File: src/rtl/code_lock_pkg.sv
`default_nettype none
// ============================================================================
//  Module   : code_lock_pkg
//  Brief    : Shared types, default sizes and helpers for the code lock block.
//  Revision : 1.0 - initial release
// ============================================================================
package code_lock_pkg;

    localparam int DEF_WIDTH       = 4;
    localparam int DEF_DIGITS      = 4;
    localparam int DEF_MAX_FAIL    = 3;
    localparam int DEF_LOCKOUT_CYC = 16;

    typedef enum logic [2:0] {
        ST_IDLE    = 3'd0,
        ST_ENTER   = 3'd1,
        ST_CHECK   = 3'd2,
        ST_OPEN    = 3'd3,
        ST_PROG    = 3'd4,
        ST_LOCKOUT = 3'd5
    } state_t;

    // Bits needed to hold values 0..value-1, never less than one bit.
    function automatic int clog2(input int value);
        int bits;
        bits = 0;
        for (int v = value - 1; v > 0; v = v >> 1) begin
            bits = bits + 1;
        end
        return (bits < 1) ? 1 : bits;
    endfunction

endpackage
`default_nettype wire

File: src/rtl/code_lock_ctrl_if.sv
`default_nettype none
// ============================================================================
//  Module   : code_lock_ctrl_if
//  Brief    : Keypad-side inputs and indicator-side outputs of the code lock.
//  Revision : 1.0 - initial release
// ============================================================================
interface code_lock_ctrl_if
    import code_lock_pkg::*;
#(
    parameter int WIDTH    = DEF_WIDTH,
    parameter int DIGITS   = DEF_DIGITS,
    parameter int MAX_FAIL = DEF_MAX_FAIL
);
    localparam int IDX_W  = clog2(DIGITS);
    localparam int FAIL_W = clog2(MAX_FAIL + 1);

    logic [WIDTH-1:0]  digit_in;
    logic              digit_valid;
    logic              prog_mode;
    logic              clear;
    logic              unlocked;
    logic              err;
    logic              alarm;
    logic [IDX_W-1:0]  digit_idx;
    logic [FAIL_W-1:0] fail_cnt;

    // Keypad front end drives digits and strobes
    modport master (
        output digit_in, digit_valid, prog_mode, clear,
        input  unlocked, err, alarm, digit_idx, fail_cnt
    );

    // Lock controller consumes strobes and reports status
    modport slave (
        input  digit_in, digit_valid, prog_mode, clear,
        output unlocked, err, alarm, digit_idx, fail_cnt
    );

endinterface
`default_nettype wire

File: src/rtl/code_lock_ctrl_lockout_timer.sv
`default_nettype none
// ============================================================================
//  Module   : lockout_timer
//  Brief    : Loadable down-counter timing the alarm lockout period.
//  Revision : 1.0 - initial release
// ============================================================================
module lockout_timer
    import code_lock_pkg::*;
#(
    parameter int LOCKOUT_CYC = DEF_LOCKOUT_CYC
) (
    input  wire logic clk,
    input  wire logic rst,
    input  wire logic load_i,
    input  wire logic en_i,
    output logic      done_o
);
    localparam int               CNT_W    = clog2(LOCKOUT_CYC);
    localparam logic [CNT_W-1:0] LOAD_VAL = CNT_W'(LOCKOUT_CYC - 1);

    logic [CNT_W-1:0] cnt_q;

    // Load on lockout entry, then count down to zero and hold there
    always_ff @(posedge clk) begin
        if (rst) begin
            cnt_q <= '0;
        end else if (load_i) begin
            cnt_q <= LOAD_VAL;
        end else if (en_i && (cnt_q != '0)) begin
            cnt_q <= cnt_q - CNT_W'(1);
        end
    end

    assign done_o = (cnt_q == '0);

endmodule
`default_nettype wire

File: src/rtl/code_lock_ctrl.sv
`default_nettype none
// ============================================================================
//  Module   : code_lock_ctrl
//  Brief    : Sequential digit-entry lock with lockout and code reprogramming.
//  Revision : 1.0 - initial release
// ============================================================================
module code_lock_ctrl
    import code_lock_pkg::*;
#(
    parameter int                         WIDTH        = DEF_WIDTH,
    parameter int                         DIGITS       = DEF_DIGITS,
    parameter int                         MAX_FAIL     = DEF_MAX_FAIL,
    parameter int                         LOCKOUT_CYC  = DEF_LOCKOUT_CYC,
    parameter logic [DIGITS*WIDTH-1:0]    DEFAULT_CODE = 16'h1234
) (
    input  wire logic       clk,
    input  wire logic       rst,
    code_lock_ctrl_if.slave bus
);
    localparam int                CODE_W   = DIGITS * WIDTH;
    localparam int                IDX_W    = clog2(DIGITS);
    localparam int                FAIL_W   = clog2(MAX_FAIL + 1);
    localparam logic [IDX_W-1:0]  LAST_IDX = IDX_W'(DIGITS - 1);
    localparam logic [FAIL_W-1:0] FAIL_MAX = FAIL_W'(MAX_FAIL);

    state_t            state_q;
    logic [CODE_W-1:0] code_q;
    logic [CODE_W-1:0] shadow_q;
    logic [CODE_W-1:0] shadow_d;
    logic [IDX_W-1:0]  idx_q;
    logic [FAIL_W-1:0] fail_q;
    logic [FAIL_W-1:0] fail_inc;
    logic              mismatch_q;
    logic              err_pend_q;
    logic              unlocked_q;
    logic              err_q;
    logic              alarm_q;
    logic [WIDTH-1:0]  code_digit;
    logic              digit_neq;
    logic              timer_load;
    logic              timer_done;

    // Select the stored digit at the current index; digit 0 is the top nibble
    always_comb begin
        code_digit = '0;
        for (int i = 0; i < DIGITS; i++) begin
            if (idx_q == IDX_W'(i)) begin
                code_digit = code_q[(DIGITS-1-i)*WIDTH +: WIDTH];
            end
        end
    end

    // Shadow code with the incoming digit written at the current index
    always_comb begin
        shadow_d = shadow_q;
        for (int i = 0; i < DIGITS; i++) begin
            if (idx_q == IDX_W'(i)) begin
                shadow_d[(DIGITS-1-i)*WIDTH +: WIDTH] = bus.digit_in;
            end
        end
    end

    assign digit_neq  = (bus.digit_in != code_digit);
    assign fail_inc   = (fail_q == FAIL_MAX) ? fail_q : fail_q + FAIL_W'(1);
    assign timer_load = (state_q == ST_CHECK) && mismatch_q && (fail_inc == FAIL_MAX);

    lockout_timer #(
        .LOCKOUT_CYC (LOCKOUT_CYC)
    ) u_lockout_timer (
        .clk    (clk),
        .rst    (rst),
        .load_i (timer_load),
        .en_i   (state_q == ST_LOCKOUT),
        .done_o (timer_done)
    );

    // Main controller: state, stored code, counters and registered indicators.
    // Indicators follow the state one cycle later, so unlocked/err rise two
    // edges after the edge that samples the final digit.
    always_ff @(posedge clk) begin
        if (rst) begin
            state_q    <= ST_IDLE;
            code_q     <= DEFAULT_CODE;
            shadow_q   <= DEFAULT_CODE;
            idx_q      <= '0;
            fail_q     <= '0;
            mismatch_q <= 1'b0;
            err_pend_q <= 1'b0;
            unlocked_q <= 1'b0;
            err_q      <= 1'b0;
            alarm_q    <= 1'b0;
        end else begin
            unlocked_q <= (state_q == ST_OPEN) || (state_q == ST_PROG);
            alarm_q    <= (state_q == ST_LOCKOUT);
            err_q      <= err_pend_q;
            err_pend_q <= 1'b0;

            case (state_q)
                ST_IDLE, ST_ENTER: begin
                    if (bus.clear) begin
                        idx_q      <= '0;
                        mismatch_q <= 1'b0;
                        state_q    <= ST_IDLE;
                    end else if (bus.digit_valid) begin
                        mismatch_q <= mismatch_q | digit_neq;
                        if (idx_q == LAST_IDX) begin
                            idx_q   <= '0;
                            state_q <= ST_CHECK;
                        end else begin
                            idx_q   <= idx_q + IDX_W'(1);
                            state_q <= ST_ENTER;
                        end
                    end
                end

                ST_CHECK: begin
                    mismatch_q <= 1'b0;
                    if (!mismatch_q) begin
                        fail_q  <= '0;
                        state_q <= ST_OPEN;
                    end else begin
                        fail_q     <= fail_inc;
                        err_pend_q <= 1'b1;
                        state_q    <= (fail_inc == FAIL_MAX) ? ST_LOCKOUT : ST_IDLE;
                    end
                end

                ST_OPEN: begin
                    if (bus.clear) begin
                        state_q <= ST_IDLE;
                    end else if (bus.digit_valid && bus.prog_mode) begin
                        shadow_q <= shadow_d;
                        idx_q    <= IDX_W'(1);
                        state_q  <= ST_PROG;
                    end
                end

                ST_PROG: begin
                    if (bus.clear) begin
                        idx_q   <= '0;
                        state_q <= ST_OPEN;
                    end else if (bus.digit_valid) begin
                        if (idx_q == LAST_IDX) begin
                            code_q  <= shadow_d;
                            idx_q   <= '0;
                            state_q <= ST_IDLE;
                        end else begin
                            shadow_q <= shadow_d;
                            idx_q    <= idx_q + IDX_W'(1);
                        end
                    end
                end

                ST_LOCKOUT: begin
                    if (timer_done) begin
                        fail_q  <= '0;
                        state_q <= ST_IDLE;
                    end
                end

                default: begin
                    state_q <= ST_IDLE;
                end
            endcase
        end
    end

    assign bus.unlocked  = unlocked_q;
    assign bus.err       = err_q;
    assign bus.alarm     = alarm_q;
    assign bus.digit_idx = idx_q;
    assign bus.fail_cnt  = fail_q;

endmodule
`default_nettype wire
File: src/flat_wrapper.sv
// flat-port wrapper written by rule: the top's interface ports become plain ports
module code_lock_ctrl_flat import code_lock_pkg::*;
#(
    parameter int                         WIDTH        = DEF_WIDTH,
    parameter int                         DIGITS       = DEF_DIGITS,
    parameter int                         MAX_FAIL     = DEF_MAX_FAIL,
    parameter int                         LOCKOUT_CYC  = DEF_LOCKOUT_CYC,
    parameter logic [DIGITS*WIDTH-1:0]    DEFAULT_CODE = 16'h1234
)
  (clk, rst, bus_digit_in, bus_digit_valid, bus_prog_mode, bus_clear, bus_unlocked, bus_err, bus_alarm, bus_digit_idx, bus_fail_cnt);
  code_lock_ctrl_if #(.WIDTH(WIDTH), .DIGITS(DIGITS), .MAX_FAIL(MAX_FAIL)) bus_i ();
  input  wire logic clk;
  input  wire logic rst;
  input wire logic [$bits(bus_i.digit_in)-1:0] bus_digit_in;
  input wire logic [$bits(bus_i.digit_valid)-1:0] bus_digit_valid;
  input wire logic [$bits(bus_i.prog_mode)-1:0] bus_prog_mode;
  input wire logic [$bits(bus_i.clear)-1:0] bus_clear;
  output wire logic [$bits(bus_i.unlocked)-1:0] bus_unlocked;
  output wire logic [$bits(bus_i.err)-1:0] bus_err;
  output wire logic [$bits(bus_i.alarm)-1:0] bus_alarm;
  output wire logic [$bits(bus_i.digit_idx)-1:0] bus_digit_idx;
  output wire logic [$bits(bus_i.fail_cnt)-1:0] bus_fail_cnt;
  assign bus_i.digit_in = bus_digit_in;
  assign bus_i.digit_valid = bus_digit_valid;
  assign bus_i.prog_mode = bus_prog_mode;
  assign bus_i.clear = bus_clear;
  assign bus_unlocked = bus_i.unlocked;
  assign bus_err = bus_i.err;
  assign bus_alarm = bus_i.alarm;
  assign bus_digit_idx = bus_i.digit_idx;
  assign bus_fail_cnt = bus_i.fail_cnt;
  code_lock_ctrl #(.WIDTH(WIDTH), .DIGITS(DIGITS), .MAX_FAIL(MAX_FAIL), .LOCKOUT_CYC(LOCKOUT_CYC), .DEFAULT_CODE(DEFAULT_CODE)) u_core (.clk(clk), .rst(rst), .bus(bus_i));
endmodule
File: config.mk
export PLATFORM = sky130hd
export DESIGN_NAME = code_lock_ctrl_flat
export DESIGN_NICKNAME = d
export VERILOG_FILES = /design/src/rtl/code_lock_pkg.sv /design/src/rtl/code_lock_ctrl_if.sv /design/src/rtl/code_lock_ctrl_lockout_timer.sv /design/src/rtl/code_lock_ctrl.sv /design/src/flat_wrapper.sv
export SDC_FILE = /design/constraint.sdc
export NUM_CORES = 1
export LEC_CHECK = 0
export BUFFER_PORTS_ARGS = -buffer_cell sky130_fd_sc_hd__buf_2
export CAP_MARGIN = 20
export CORE_ASPECT_RATIO = 1.25
export CORE_MARGIN = 4
export CORE_UTILIZATION = 59
export CTS_CLUSTER_DIAMETER = 80
export DETAILED_ROUTE_END_ITERATION = 8
export PLACE_DENSITY = 0.8
export SETUP_SLACK_MARGIN = 0.02
export SLEW_MARGIN = 20
export SYNTH_ARGS = -nofsm -noshare
export SYNTH_HDL_FRONTEND = slang
export SYNTH_SLANG_ARGS = --single-unit
File: constraint.sdc
create_clock -name clk -period 3.35 [get_ports clk]
set_clock_uncertainty 0.15 [all_clocks]
set_input_delay 0.5025 -clock clk [delete_from_list [all_inputs] [get_ports clk]]
set_output_delay 0.5025 -clock clk [all_outputs]
set_load 0.05 [all_outputs]
### Yosys cells after proc, flatten, opt, wreduce, memory -nomap -nowiden

Index checks and enable logic that the tools add are counted.

| storage, ports and cells | value |
|---|---|
| flip-flop bits (word level) | 48 |

| cells by class | value |
|---|---|
| $add $sub $neg | 3 |
| eq/ne operators | 22 |
| muxes and demuxes | 42 |
| bitwise logic cells | 3 |
| reductions and logical operators | 23 |

Operators with widths:

| operator | number |
|---|---|
| 16-bit two-way mux | 5 |
| 4-bit two-way mux | 10 |
| 16-bit case mux with 2 select lines | 1 |
| 3-bit two-way mux | 10 |
| 2-bit two-way mux | 9 |
| 3-bit case mux with 5 select lines | 1 |
| 2-bit inequality test, second input constant | 5 |
| 2-bit nonzero test | 5 |
| 3-bit inequality test, second input constant | 3 |
| 2-bit equality test, second input constant | 4 |
| 2-bit case mux with 2 select lines | 2 |
| 4-bit AND reduction | 2 |
| 3-bit by 2-bit equality test with 1-bit output, second input constant | 2 |
| 3-bit equality test, second input constant | 2 |
| 6-bit AND reduction | 1 |
| 5-bit AND reduction | 1 |
| 2-bit by 1-bit adder with 2-bit output, second input constant | 2 |
| 1-bit logical AND | 4 |
| 4-bit zero test | 1 |
| 4-bit inequality test | 1 |
| 2-bit AND reduction | 2 |
| 4-bit nonzero test | 1 |
| 2-bit OR reduction | 2 |
| 4-bit by 1-bit subtractor with 4-bit output, second input constant | 1 |
| 13 further kinds | 16 |

### Longest topological paths before layout

Gate-level depths: netlist of run 1.

| logic depth | value |
|---|---|
| depth in word-level cells | 10 |
| gate-level depth with buffers | 8 |
| mapped depth without buffers | 7 |

### Modules after synthesis

Synthesis of run 1 repeated with hierarchy kept, for this count alone.

| unflattened totals | value |
|---|---|
| cell total of the unflattened synthesis | 269 |
| area total of the unflattened synthesis | 2255.9 um^2 |

Modules (own cells, without submodules):

| module | instances | cells an instance | area an instance (um^2) | seq. area each (um^2) |
|---|---|---|---|---|
| code_lock_ctrl | 1 | 245 | 2044.5 | 800.8 |
| lockout_timer | 1 | 24 | 211.5 | 80.1 |

### Least setup slack after synthesis of run 1

OpenSTA, ideal clock, no wires.

| timing path | value |
|---|---|
| kind | reg-to-reg |
| from | register u_core.idx_q[0], in the netlist u_core.bus.digit_idx[0] |
| to | register u_core.shadow_q[4] |
| library setup time | 0.120 ns |
| arrival time | 2.340 ns |
| data required time | 3.080 ns |
| setup slack | 0.741 ns |
| stages on the path, launching flop included | 8 |
| buffers on the path | 2 |
| period minus slack after synthesis | 2.609 ns |
| path through | dfxtp_1 ha_1 buf_2 or4b_4 a2111oi_4 buf_6 nand2_4 a211o_1 |

| on the way | value |
|---|---|
| word-level cells in the longest chain between the ends | 6 |
| elaborated cells between the ends (all ways) | 11 |

RTL lines:

| what | RTL line | RTL |
|---|---|---|
| start, declared | code_lock_ctrl.sv:30 | `logic [IDX_W-1:0] idx_q;` |
| start signal, assigned | code_lock_ctrl.sv:110 | `idx_q <= idx_q + IDX_W'(1);` |
| start signal, assigned | code_lock_ctrl.sv:149 | `idx_q <= idx_q + IDX_W'(1);` |
| 2-bit equality test | code_lock_ctrl.sv:57 | `if (idx_q == IDX_W'(i)) begin` |
| 4-bit two-way mux | code_lock_ctrl.sv:57 |  |
| 16-bit two-way mux | code_lock_ctrl.sv:143 | `if (idx_q == LAST_IDX) begin` |
| 16-bit two-way mux | code_lock_ctrl.sv:142 | `end else if (bus.digit_valid) begin` |
| 16-bit two-way mux | code_lock_ctrl.sv:139 | `if (bus.clear) begin` |
| 16-bit case mux with 2 select lines | code_lock_ctrl.sv:98 | `case (state_q)` |
| end signal, assigned | code_lock_ctrl.sv:132 | `shadow_q <= shadow_d;` |
| end signal, assigned | code_lock_ctrl.sv:148 | `shadow_q <= shadow_d;` |
| end, declared | code_lock_ctrl.sv:28 | `logic [CODE_W-1:0] shadow_q;` |

Parallel ways exist; a longest one is shown, timed or not. The select of a mux whose other input is x is not followed.
A chain may end at the register's enable or synchronous reset.

### Final worst setup path of run 1

| timing path | value |
|---|---|
| from | register u_core.idx_q[0], in the netlist u_core.bus.digit_idx[0] |
| to | register u_core.shadow_q[12] |

| on the way | value |
|---|---|
| word-level cells in the longest chain between the ends | 6 |
| elaborated cells between the ends (all ways) | 11 |

RTL lines:

| what | RTL line |
|---|---|
| 2-bit zero test | code_lock_ctrl.sv:57 |
| 4-bit two-way mux | code_lock_ctrl.sv:57 |
| 16-bit two-way mux | code_lock_ctrl.sv:143 |
| 16-bit two-way mux | code_lock_ctrl.sv:142 |
| 16-bit two-way mux | code_lock_ctrl.sv:139 |
| 16-bit case mux with 2 select lines | code_lock_ctrl.sv:98 |

Parallel ways exist; a longest one is shown, timed or not. The select of a mux whose other input is x is not followed.

==> results of run 1 <==
[power breakdown]
group | total (µW) | leakage [µW] | internal, µW | switching, µW
logic | 131 | 0.000526 | 50.4 | 80.5
registers | 542 | 0.000356 | 529 | 12.9
clock network | 395 | 0.0000552 | 221 | 174
total | 1070 | 0.000937 | 801 | 267
[path summary, 6_finish.rpt]
check                     startpoint             endpoint  slack [ns]  depth (start not counted)
max          u_core.bus.digit_idx[0]  u_core.shadow_q[12]        0.70                          6
min                u_core.err_pend_q       u_core.bus.err        0.30                          1
max reg2reg  u_core.bus.digit_idx[0]  u_core.shadow_q[12]        0.70                          6
min reg2reg        u_core.err_pend_q       u_core.bus.err        0.30                          1
[through the flow]
step                power, µW  hold WS (ns)  cell area [µm²]
finish                   1068        0.2996             2386
global route             1120        0.3195             2386
CTS                      1076        0.3086             2386
detailed placement      684.4        0.2934             2278
global placement        683.4        0.2666             2278
floorplan               666.3        0.2638             2275
[layout by cell type, fill, tap and decap left out, types with 4 or more instances in the layout]
| master | n |
|---|---|
| inv_1 | 11 |
| nor2_1 | 27 |
| nor3_1 | 6 |
| clkbuf_8 | 5 |
| nand3_1 | 6 |
| a211oi_1 | 16 |
| dfxtp_1 | 44 |
| a21oi_1 | 20 |
| nand3b_1 | 6 |
| a211o_1 | 8 |
| xnor2_1 | 4 |
| ha_1 | 5 |
| nor3b_1 | 4 |
| o21ai_0 | 7 |
| and3_1 | 4 |
| nand2_1 | 22 |
| buf_2 | 15 |
| mux2i_1 | 18 |
[cells by family after synthesis]
family          count (synthesis)
buf+inv                        34
simple gates                   93
compound gates                 63
fa+ha+maj                       5
xor+xnor                        6
mux                            18
flops                          44
[state kept, by name, indices dropped and copies added, names as in the netlist]
signal                        cells
u_core.code_q                    16
u_core.err_pend_q                 1
u_core.bus.unlocked               1
u_core.bus.digit_idx              2
u_core.u_lockout_timer.cnt_q      4
u_core.state_q                    3
u_core.shadow_q                  12
u_core.bus.err                    1
u_core.mismatch_q                 1
u_core.bus.alarm                  1
u_core.bus.fail_cnt               2
[routing by layer]
metal,vias to the layer above,GRT usage (%),wire length (µm)
li1,921,-,-
met1,829,26.12,2125
met2,47,30.83,2041
met3,8,4.769,178
met4,0,7.775,88
met5,-,0,0
[worst max-delay path: stages (launching register included)]
cell,delay (ns)
dfxtp_1,0.36
ha_1,0.42
or4b_4,0.58
a2111oi_4,0.36
buf_4,0.27
nand2_4,0.09
a211o_1,0.31
[cell type report]
type,instances,area (µm²)
Tap cell,39,48.80
Sequential cell,44,880.8
Timing Repair Buffer,16,82.58
Clock inverter,2,35.03
Multi-Input combinational cell,185,1225
Clock buffer,6,72.57
Inverter,11,41.29
Fill cell,309,1217
==> metrics.txt, run 1 <==
Routed WL per cell 14.63 µm; FF+latch count, synth 44; first-pass GRT wire length 7797 µm; Final Util 66.22%; Root Buffer clkbuf_8; placed cells 295; Seq/Total Area, Yosys 38.72%; dominant cell by count in the synthesized netlist dfxtp_1; core area 0.003603 mm²; die height 77.42 µm; power density cells 447.6 mW/mm²; Area contributors post-synth dfxtp_1, mux2i_1, a211oi_1, nor2_1, a21oi_1; vias 1805; maximum vdd drop 262.4 µV; Initial Util 63.13%; post-CTS resize count 0; Synth Cell Area 0.002275 mm²; CP Class flip-flop to flip-flop; Mean Syn Cell Area 8.649 µm²; final-report max-slew violation count 0; PnR worst setup slack 0.7048 ns; TritonCTS buffer count 5; total grt overflow 0; clk slew on worst S/H paths 0.08 ns; crit end category flip-flop; vias in the first global route 1645; Ports 16; final setup TNS 0 ns; row cnt 24; share of cells above drive strength 1 10.61%; Layout area overhead 4.896%; GP Congestion 0.8013; area share of xor/xnor cells in the synthesized design 2.310%; Tightest Pin Transition 0.7842 ns; postcts setup bufs 0; RSZ-0062 raised after global routing no; Worst EP required 3.39 ns; compound-cell area share of the yosys netlist 19.53%; post-synthesis mux area share 7.921%; Pre-antenna DRT Iters 5; DP Wirelength 2867 µm; clock net sink count 44; max_cap viols 0; Final period util 78.96%; post-synth top area cell dfxtp_1; die width 63.54 µm; die area 0.004919 mm²; final antenna-violating net count 0; number of setup violations in the final report 0; critical path arrival 2.69 ns; detailed router's first-iteration violation count 148; # DRC 0; detailed-route vias per instance 5.957; syn nets 277; clock buffer depth 2; CTS tree done; Slew HR 47.32%; largest family of logic cells by synthesized area simple AND/OR/NAND/NOR gates; top post-synthesis cells by count dfxtp_1, nor2_1, nand2_1, a21oi_1, mux2i_1; Place WS 0.7262 ns; Worst Hold Class flip-flop to flip-flop; crit start category flip-flop; yosys warns 0; Post-synth EDFFs 0; simple logic cell fraction of the synthesized area 21.34%; Synth cell types 39; Yosys top cell area share 38.72%; outcome complete, no violations; Routed WL 4434 µm; minimum clock period 2.645 ns; post-route non-filler standard cell count 303; hold buffers post-CTS 0; gr usage total 19.72%; leakage power 0.0009367 µW; Synth async-reset ratio 0%; CP max FO 18; H-tree Lvls 2; Fmax 0.3780 GHz; Mapped Cells 263; Synth Area in Adders 2.750%; Final Hold Vio Count 0; antenna fix cells 0; Port Buf Inserts 15; worst-skew pair later-pin latency 0.30 ns; Nets 277; top_reg_cell synth dfxtp_1; pin count of the biggest net entering global routing 45; initial antenna violation count 0
No activity file was read; power rests on OpenSTA's default activity.
==> inputs of run 2 (changes only) <==
Settings changed: ABC_AREA set to 1, CORE_UTILIZATION 59 to 54, PLACE_DENSITY 0.8 to 0.77.
Clock period 3.35 ns to 2.2 ns, I/O delays scaled along.
==> run 2 against run 1 <==
Effect of this change: cell count grew 39%; sequential power rose by 71%; worst hold slack lost 0.038 ns; combinational power grew to 2.8 times the previous value; register-to-register slack worse by 0.47 ns.
==> metrics.txt, run 2 <==
critical path arrival 2.01 ns (-0.68 ns); post-CTS resize count 0 (unchanged); first-pass GRT wire length 9128 µm (+17%); yosys warns 0 (unchanged); R2R setup slack 0.23 ns (-0.47 ns); DP Wirelength 3826 µm (+33%); commonest non-fill, non-tap cell in the layout nand2_1; number of setup violations in the final report 0 (unchanged); Final Hold Vio Count 0 (unchanged); Ports 16 (unchanged); Worst EP required 2.24 ns (-1.15 ns); post-synth top area cell dfxtp_1; Root Buffer clkbuf_8; critical-path cell list inv_1, ha_1, nand2_1, nand2_1, nand3_1, nand2_1, nand2_1, nand2_1, nand2_1, nor2_1, nand2_1, nand2_1, a21oi_1; row cnt 27 (+13%); syn nets 365 (+32%); final setup TNS 0 ns (unchanged); die area 0.005841 mm² (+19%); RSZ-0062 raised after global routing no; H-tree Lvls 2 (unchanged); share of cells above drive strength 1 18.51% (+7.9 points); Synth Area in Adders 2.478% (-0.27 points); final-report max-slew violation count 0 (unchanged); die height 84.45 µm (+9.1%); GP Congestion 0.9151 (+14%); Tightest Pin Transition 0.4622 ns (-0.3220 ns); CP max-delay cell ha_1; Routed WL 5412 µm (+22%); power density cells 746.4 mW/mm² (+67%); die width 69.16 µm (+8.9%); gr usage total 18.99% (-0.73 points); Hold WS 0.2620 ns (-0.03758 ns); top post-synthesis cells by count nand2_1, dfxtp_1, inv_1, a21oi_1, o21ai_0; pin count of the biggest net entering global routing 28 (-38%); Seq/Total Area, Yosys 38.06% (-0.67 points); detailed router's first-iteration violation count 164 (+11%); Most common cell on crit path nand2_1; Pre-antenna DRT Iters 4 (-1); leakage power 0.001193 µW (+27%); crit start category flip-flop; crit end category flip-flop; Nets 376 (+36%); commonest cells after routing, fill and taps aside nand2_1, dfxtp_1, inv_1; final antenna-violating net count 0 (unchanged); Port Buf Inserts 15 (unchanged); Mean Syn Cell Area 7.194 µm² (-17%); # DRC 0 (unchanged); TritonCTS buffer count 5 (unchanged); Yosys top cell area share 38.06% (-0.67 points); clock net sink count 48 (+9.1%); Worst Hold Class flip-flop to flip-flop; largest family of logic cells by synthesized area simple AND/OR/NAND/NOR gates; Routed WL per cell 12.89 µm (-12%); leading registers by flop count u_core.code_q (16), u_core.shadow_q (16), u_core.u_lockout_timer.cnt_q (4); initial antenna violation count 0 (unchanged); Fmax 0.5083 GHz (+34%); Synth cell types 36 (-7.7%); total grt overflow 0 (unchanged); post-synthesis mux area share 0% (-7.9 points); CP Class flip-flop to flip-flop; Initial Util 56.62% (-6.5 points); core area 0.004459 mm² (+24%); Slew HR 69.13% (+22 points); critical path's largest stage delay 0.38 ns (-0.20 ns); worst-skew pair later-pin latency 0.30 ns (about the same); area share of xor/xnor cells in the synthesized design 0.6938% (-1.6 points); Final Util 61.28% (-4.9 points); vias in the first global route 2096 (+27%); detailed-route vias per instance 5.281 (-11%); max_cap viols 0 (unchanged); CP max FO 12 (-6); maximum vdd drop 438.9 µV (+67%); Mapped Cells 351 (+33%); vias 2218 (+23%); Post-synth EDFFs 0 (unchanged); outcome complete, no violations; FF+latch count, synth 48 (+9.1%); simple logic cell fraction of the synthesized area 26.91% (+5.6 points); Layout area overhead 8.226%; clk slew on worst S/H paths 0.09 ns (about the same); CTS tree done; clock buffer depth 2 (unchanged); postcts setup bufs 0 (unchanged); Final period util 89.43% (+10 points); Synth Cell Area 0.002525 mm² (+11%); hold buffers post-CTS 0 (unchanged); Synth async-reset ratio 0% (unchanged); antenna fix cells 0 (unchanged); compound-cell area share of the yosys netlist 20.22% (+0.69 points); dominant cell by count in the synthesized netlist nand2_1; minimum clock period 1.967 ns (-0.6778 ns); top_reg_cell synth dfxtp_1; Area contributors post-synth dfxtp_1, nand2_1, a21oi_1, o21ai_0, inv_1
## run 2: area by class of cell
class	instances	area, µm²
clock buffer	5	68.82
inverter	50	190.2
clock inverter	2	60.06
timing repair buffer	19	105.1
tap	58	72.57
multi-input combinational	238	1275
sequential	48	960.9
fill	423	1727
## run 2: stage by stage
step                setup WS (ns)  cells  total power (µW)  instance area [µm²]
global placement           0.2081    413              1300                 2599
finish                     0.2326    420              2040                 2733
detailed placement         0.1960    413              1307                 2599
CTS                        0.1620    420              2051                 2728
global route              0.01886    420              2140                 2733
floorplan                  0.1355    351              1231                 2525
## run 2: where the power goes
part / leakage [µW] / internal (µW) / switching (µW)
Sequential: 0.000390 / 905 / 23.6
Combinational: 0.000739 / 114 / 252
Clock: 0.0000642 / 447 / 298
Total: 0.00119 / 1470 / 573
## run 2: final timing paths
| path | startpoint | cells after the start | end |
|---|---|---|---|
| setup / recovery | u_core.bus.digit_idx[0] | 13 | u_core.mismatch_q |
| hold / removal | u_core.err_pend_q | 2 | u_core.bus.err |
| setup reg to reg | u_core.bus.digit_idx[0] | 13 | u_core.mismatch_q |
| hold reg to reg | u_core.err_pend_q | 2 | u_core.bus.err |
## run 2: critical path, delay by kind of cell (launching register included)
kind / cells / cell delay [ns]
AO/OA/AOI/OAI: 1 / 0.05
flip-flops: 1 / 0.36
buffers and inverters: 1 / 0.13
adder cells (fa/ha/maj): 1 / 0.38
AND/OR/NAND/NOR: 10 / 0.77
## run 2: cell families after synthesis
| kind of cell | after synthesis |
|---|---|
| buf+inv | 65 |
| flops | 48 |
| fa+ha+maj | 5 |
| simple gates | 142 |
| compound gates | 89 |
| xor+xnor | 2 |
## run 2: layer usage
metal | vias up | routed length (µm) | global-route usage [%]
li1 | 1150 | - | -
met1 | 1006 | 2329 | 21.46
met2 | 51 | 2725 | 33.85
met3 | 11 | 254 | 4.431
met4 | 0 | 103 | 8.171
met5 | - | 0 | 0
